`config.mk`:
```
export PLATFORM = sky130hd
export DESIGN_NAME = iir_biquad_param_flat
export DESIGN_NICKNAME = d
export VERILOG_FILES = /design/src/rtl/iir_biquad_param_if.sv /design/src/rtl/iir_biquad_param.sv /design/src/flat_wrapper.sv
export SDC_FILE = /design/constraint.sdc
export NUM_CORES = 2
export LEC_CHECK = 0
export CAP_MARGIN = 10
export CORE_MARGIN = 2
export CORE_UTILIZATION = 55
export CTS_CLUSTER_SIZE = 16
export DETAILED_ROUTE_END_ITERATION = 10
export PLACE_DENSITY = 0.72
export SYNTH_ARGS = -nofsm -noshare
export SYNTH_HDL_FRONTEND = slang
export SYNTH_SLANG_ARGS = --single-unit
export TNS_END_PERCENT = 1
```
`constraint.sdc`:
```
create_clock -name clk -period 30.7 [get_ports clk]
set_input_delay 4.605 -clock clk [delete_from_list [all_inputs] [get_ports clk]]
set_output_delay 4.605 -clock clk [all_outputs]
set_load 0.02 [all_outputs]
```
`src/rtl/iir_biquad_param_if.sv`:
```
// Sample/coefficient bus of the parametrised biquad: sample in/out with valid
// qualifiers, shadow-bank write port, bank swap and exposed filter state.
interface iir_biquad_param_if #(
   parameter int NB = 12
);
   logic signed [NB-1:0] din;
   logic                 vin;
   logic                 clear;
   logic                 coef_we;
   logic [2:0]           coef_addr;
   logic signed [NB-1:0] coef_data;
   logic                 coef_swap;
   logic signed [NB-1:0] dout;
   logic                 vout;
   logic signed [NB-1:0] v;
   logic signed [NB-1:0] v1;
   logic signed [NB-1:0] v2;

   modport master (
      output din, vin, clear, coef_we, coef_addr, coef_data, coef_swap,
      input  dout, vout, v, v1, v2
   );

   modport slave (
      input  din, vin, clear, coef_we, coef_addr, coef_data, coef_swap,
      output dout, vout, v, v1, v2
   );
endinterface

```
`src/rtl/iir_biquad_param.sv`:
```
// Second-order direct-form-II IIR section with shadow/active coefficient banks,
// saturating fixed-point arithmetic and an optional output register stage.
module iir_biquad_param #(
   parameter int NB   = 12,
   parameter int FRAC = 10,
   parameter int PIPE = 0
) (
   input  logic              clk,
   input  logic              rst_n,
   iir_biquad_param_if.slave bus
);
   localparam int PW = 2 * NB;
   localparam int AW = 2 * NB + 3;
   localparam int NCOEF = 5;
   localparam logic signed [NB-1:0] COEF_ONE = NB'(2 ** FRAC);

   function automatic logic signed [NB-1:0] sat(input logic signed [AW-1:0] x);
      logic signed [NB-1:0] r;
      if (x[AW-1:NB-1] == {(AW-NB+1){x[AW-1]}})
         r = x[NB-1:0];
      else if (x[AW-1])
         r = {1'b1, {(NB-1){1'b0}}};
      else
         r = {1'b0, {(NB-1){1'b1}}};
      return r;
   endfunction

   logic signed [NB-1:0] shadow [NCOEF];
   logic signed [NB-1:0] active [NCOEF];
   logic signed [NB-1:0] v1_q, v2_q;
   logic signed [NB-1:0] dout_q;
   logic                 vout_q;

   logic signed [NB-1:0] b0, b1, b2, a1, a2;
   logic signed [PW-1:0] p_a1, p_a2, p_b0, p_b1, p_b2;
   logic signed [AW-1:0] w_acc, w_shr, y_acc, y_shr;
   logic signed [NB-1:0] w, y;
   logic                 accept;

   assign b0 = active[0];
   assign b1 = active[1];
   assign b2 = active[2];
   assign a1 = active[3];
   assign a2 = active[4];

   // Products are exact in 2*NB bits; sums get 3 guard bits before saturation.
   assign p_a1  = PW'(a1) * PW'(v1_q);
   assign p_a2  = PW'(a2) * PW'(v2_q);
   assign w_acc = (AW'(bus.din) <<< FRAC) - AW'(p_a1) - AW'(p_a2);
   assign w_shr = w_acc >>> FRAC;
   assign w     = sat(w_shr);

   assign p_b0  = PW'(b0) * PW'(w);
   assign p_b1  = PW'(b1) * PW'(v1_q);
   assign p_b2  = PW'(b2) * PW'(v2_q);
   assign y_acc = AW'(p_b0) + AW'(p_b1) + AW'(p_b2);
   assign y_shr = y_acc >>> FRAC;
   assign y     = sat(y_shr);

   assign accept = bus.vin & ~bus.clear;

   // Swap copies the pre-write shadow: both use the register values before the edge.
   always_ff @(posedge clk or negedge rst_n) begin
      if (!rst_n) begin
         for (int i = 0; i < NCOEF; i++) begin
            shadow[i] <= (i == 0) ? COEF_ONE : '0;
            active[i] <= (i == 0) ? COEF_ONE : '0;
         end
      end else begin
         if (bus.coef_swap) begin
            for (int i = 0; i < NCOEF; i++)
               active[i] <= shadow[i];
         end
         if (bus.coef_we && (bus.coef_addr < 3'd5))
            shadow[bus.coef_addr] <= bus.coef_data;
      end
   end

   always_ff @(posedge clk or negedge rst_n) begin
      if (!rst_n) begin
         v1_q <= '0;
         v2_q <= '0;
      end else if (bus.clear) begin
         v1_q <= '0;
         v2_q <= '0;
      end else if (bus.vin) begin
         v2_q <= v1_q;
         v1_q <= w;
      end
   end

   generate
      if (PIPE == 0) begin : g_direct
         always_ff @(posedge clk or negedge rst_n) begin
            if (!rst_n) begin
               dout_q <= '0;
               vout_q <= 1'b0;
            end else begin
               vout_q <= accept;
               if (accept)
                  dout_q <= y;
            end
         end
      end else begin : g_piped
         logic signed [NB-1:0] y_p;
         logic                 v_p;

         // A sample already in this stage still emerges even when CLEAR hits.
         always_ff @(posedge clk or negedge rst_n) begin
            if (!rst_n) begin
               y_p    <= '0;
               v_p    <= 1'b0;
               dout_q <= '0;
               vout_q <= 1'b0;
            end else begin
               v_p    <= accept;
               if (accept)
                  y_p <= y;
               vout_q <= v_p;
               if (v_p)
                  dout_q <= y_p;
            end
         end
      end
   endgenerate

   assign bus.dout = dout_q;
   assign bus.vout = vout_q;
   assign bus.v    = w;
   assign bus.v1   = v1_q;
   assign bus.v2   = v2_q;
endmodule

```
`src/flat_wrapper.sv`:
```
// flat-port wrapper written by rule: the top's interface ports become plain ports
module iir_biquad_param_flat 
#(
   parameter int NB   = 12,
   parameter int FRAC = 10,
   parameter int PIPE = 0
)
  (clk, rst_n, bus_din, bus_vin, bus_clear, bus_coef_we, bus_coef_addr, bus_coef_data, bus_coef_swap, bus_dout, bus_vout, bus_v, bus_v1, bus_v2);
  iir_biquad_param_if #(.NB(NB)) bus_i ();
  input  logic clk;
  input  logic rst_n;
  input wire logic [$bits(bus_i.din)-1:0] bus_din;
  input wire logic [$bits(bus_i.vin)-1:0] bus_vin;
  input wire logic [$bits(bus_i.clear)-1:0] bus_clear;
  input wire logic [$bits(bus_i.coef_we)-1:0] bus_coef_we;
  input wire logic [$bits(bus_i.coef_addr)-1:0] bus_coef_addr;
  input wire logic [$bits(bus_i.coef_data)-1:0] bus_coef_data;
  input wire logic [$bits(bus_i.coef_swap)-1:0] bus_coef_swap;
  output wire logic [$bits(bus_i.dout)-1:0] bus_dout;
  output wire logic [$bits(bus_i.vout)-1:0] bus_vout;
  output wire logic [$bits(bus_i.v)-1:0] bus_v;
  output wire logic [$bits(bus_i.v1)-1:0] bus_v1;
  output wire logic [$bits(bus_i.v2)-1:0] bus_v2;
  assign bus_i.din = bus_din;
  assign bus_i.vin = bus_vin;
  assign bus_i.clear = bus_clear;
  assign bus_i.coef_we = bus_coef_we;
  assign bus_i.coef_addr = bus_coef_addr;
  assign bus_i.coef_data = bus_coef_data;
  assign bus_i.coef_swap = bus_coef_swap;
  assign bus_dout = bus_i.dout;
  assign bus_vout = bus_i.vout;
  assign bus_v = bus_i.v;
  assign bus_v1 = bus_i.v1;
  assign bus_v2 = bus_i.v2;
  iir_biquad_param #(.NB(NB), .FRAC(FRAC), .PIPE(PIPE)) u_core (.clk(clk), .rst_n(rst_n), .bus(bus_i));
endmodule
```
==> results.json <==
{
  "wl_per_cell_um": 19.16,
  "worst_ep_required_time_ns": 31.10,
  "async_reset_ff_share_pct": 100.0,
  "post-route-period-util_pct": 65.58,
  "drt-vias-per-instance": 5.345,
  "finalMaxSlewViolations": 0,
  "seqCellArea_sq_mm": 0.003931,
  "grt_max_degree": 86,
  "die_area_sq_mm": 0.06761,
  "fmax_ghz": 0.04967,
  "drv_cap": 0,
  "yosysSeqAreaShare_pct": 10.90,
  "worst-r2r-setup-slack_ns": 13.13,
  "grt_pass1_vias": 26650,
  "die_w_um": 260.0,
  "die_h_um": 260.0,
  "clockBufferDepth": 2,
  "synthDistinctLibCells": 67,
  "synthTopCellsByArea": "fa_1 (48%), dfrtp_1 (11%), inv_1 (10%)",
  "fin_nets": 4753,
  "syn-cell-area_sq_mm": 0.03605,
  "ys_ff_latch": 157,
  "antenna_found_initial": 0,
  "fill_cells": 5573,
  "cts_sinks": 157,
  "ctsHoldBuffers": 0,
  "slew_headroom_pct": 16.57,
  "rows": 93,
  "yosys.area.top_type_share_pct": 48.25,
  "start_kind": "primary input",
  "worstPathArrival_ns": 20.54,
  "globalplace.congestion": 0.9210,
  "clkLatencyLatePin_ns": 0.46,
  "h-tree-depth": 4,
  "critPathSlowestCell": "nor2_1",
  "run_status": "finished clean",
  "start_util_pct": 55.82,
  "post_cts_resize_count": 0,
  "synth_warnings": 0,
  "crit_path_end_kind": "flop",
  "cp_max_fo": 15,
  "critPathKind": "in2reg",
  "drt_iter0_markers": 1575,
  "multi_input_area_sq_mm": 0.02779,
  "grt_first_pass_wirelength_um": 144900,
  "fin_skew_ns": 0.01346,
  "routed_wl_um": 86000,
  "setup_tns_ns": 0,
  "syn2layout_area_growth_pct": 6.226,
  "core-area_sq_mm": 0.06458,
  "setup_viol": 0,
  "period_minus_slack_ns": 20.13,
  "ios": 82,
  "max_stage_delay_ns": 0.79,
  "first_pass_iters": 6,
  "postCtsSetupRepairBufs": 0,
  "yosysTopAreaCell": "fa_1",
  "clk_pin_slew_worst_paths_ns": 0.09,
  "synth_cells": 3638,
  "portBuffers": 81,
  "final_hold_viol_count": 0,
  "hpwlAfterDp_um": 71980,
  "synth_edf_count": 0,
  "cts_made_buffers": 17,
  "drc": 0,
  "antenna_left": 0,
  "drive_gt1_share_pct": 5.753,
  "cts_tree": "yes",
  "overflow": 0,
  "syn_nets": 4771,
  "synthFlopType": "dfrtp_1",
  "syn_avg_cell_area_sq_um": 9.910,
  "antenna_cells": 0,
  "grt_usage_pct": 27.89,
  "worst_pin_slew_ns": 1.251,
  "rsz0062_at_grt": "no",
  "vias": 23990,
  "cts_root_buffer": "clkbuf_16",
  "critPathMostFrequentCell": "fa_1",
  "hold_path.class": "reg2reg"
}
## worst paths after layout
| path | cells past startpoint | startpoint | end |
|---|---|---|---|
| worst max register to register | 52 | u_core.bus.v2[2] | u_core.bus.dout[6] |
| max in group asynchronous | 2 | rst_n | u_core.shadow[13] |
| worst min-delay path | 2 | u_core.shadow[23] | u_core.a1[11] |
| min in group asynchronous | 1 | rst_n | u_core.bus.vout |
| worst min register to register | 2 | u_core.shadow[23] | u_core.a1[11] |
| worst max-delay path | 50 | bus_din[5] | u_core.bus.dout[6] |
## cell usage after synthesis, types with 2 or more instances
library cell and n:
inv_1 1004, fa_1 869, nand2_1 373, and2_1 313
ha_1 231, dfrtp_1 155, clkbuf_1 151, mux2_2 119
nor2_1 96, a21oi_1 46, xnor2_1 42, a21o_1 24
mux2i_1 24, nand2b_1 23, o21ai_0 21, xor2_1 20
a221o_1 12, and3_1 12, nand4_1 9, nor3_1 9
nand3_1 8, a31oi_1 6, nor2b_1 6, o21a_1 5
o211ai_1 4, a211oi_1 3, and4_1 3, nor3b_1 3
o21bai_1 3, a311oi_1 2, a31o_2 2, a41o_1 2
buf_2 2, dfstp_2 2, o211a_1 2
## area by class of cell
cell class	count	share of cell area, %
multi-input combinational	2323	72.57
sequential	157	10.27
inverter	1004	9.841
timing repair buffer	117	2.800
tap	855	2.793
clock buffer	17	1.111
clock inverter	15	0.6208
## per-stage QoR
step	worst slack (ns)	hold WS [ns]	cell area, sq um	util [%]	cells
2_1_floorplan	12.53	0.4476	36050	-	3638
3_3_place_gp	10.57	0.4799	37630	58.27	4456
3_5_place_dp	10.28	0.4826	37630	58.27	4456
4_1_cts	10.69	0.5025	38300	59.30	4488
5_1_grt	9.682	0.5183	38300	59.30	4488
6_report	10.57	0.5018	38300	59.30	4488
## flip-flops by register name (all words and copies together), names as in the netlist
name,count
u_core.b0,12
u_core.a2,12
u_core.shadow,60
u_core.bus.dout,12
u_core.bus.v2,12
u_core.a1,12
u_core.b2,12
u_core.bus.v1,12
u_core.b1,12
u_core.bus.vout,1
## cell usage in the layout (no fill, tap or decap), types with 36 or more instances in the layout
master,synthesis,final
inv_1,1004,1004
fa_1,869,869
nand2_1,373,373
and2_1,313,313
ha_1,231,231
dfrtp_1,155,155
mux2_2,119,119
nor2_1,96,96
clkdlybuf4s50_1,0,78
a21oi_1,46,46
xnor2_1,42,42
buf_4,0,36
## worst max-delay path: cells and delay by family
| family | cells | cell delay (ns) |
|---|---|---|
| buf+inv | 11 | 1.29 |
| xor+xnor | 1 | 0.68 |
| fa+ha+maj | 16 | 7.75 |
| simple gates | 5 | 1.49 |
| compound gates | 17 | 4.66 |
## layer usage
| metal | GRT usage [%] | part of all wire, % | vias up |
|---|---|---|---|
| met5 | 0 | 0 | - |
| met4 | 7.184 | 2.8 | 0 |
| met3 | 3.938 | 6.9 | 124 |
| met2 | 45.94 | 48 | 809 |
| met1 | 39.18 | 42 | 12590 |
| li1 | - | - | 10470 |
## logic make-up after synthesis
| group | share of synthesized area (%) |
|---|---|
| AOI/OAI and AO/OA | 2.995 |
| xor gates and xnor gates | 1.551 |
| adders and majority gates | 56.27 |
| buffers and inverters | 12.06 |
| DFF | 10.90 |
| muxes | 4.383 |
| and+or+nand+nor | 11.83 |
Power is not shown: default switching activity piles up to over one toggle a cycle in this logic, so the estimate is an artifact.
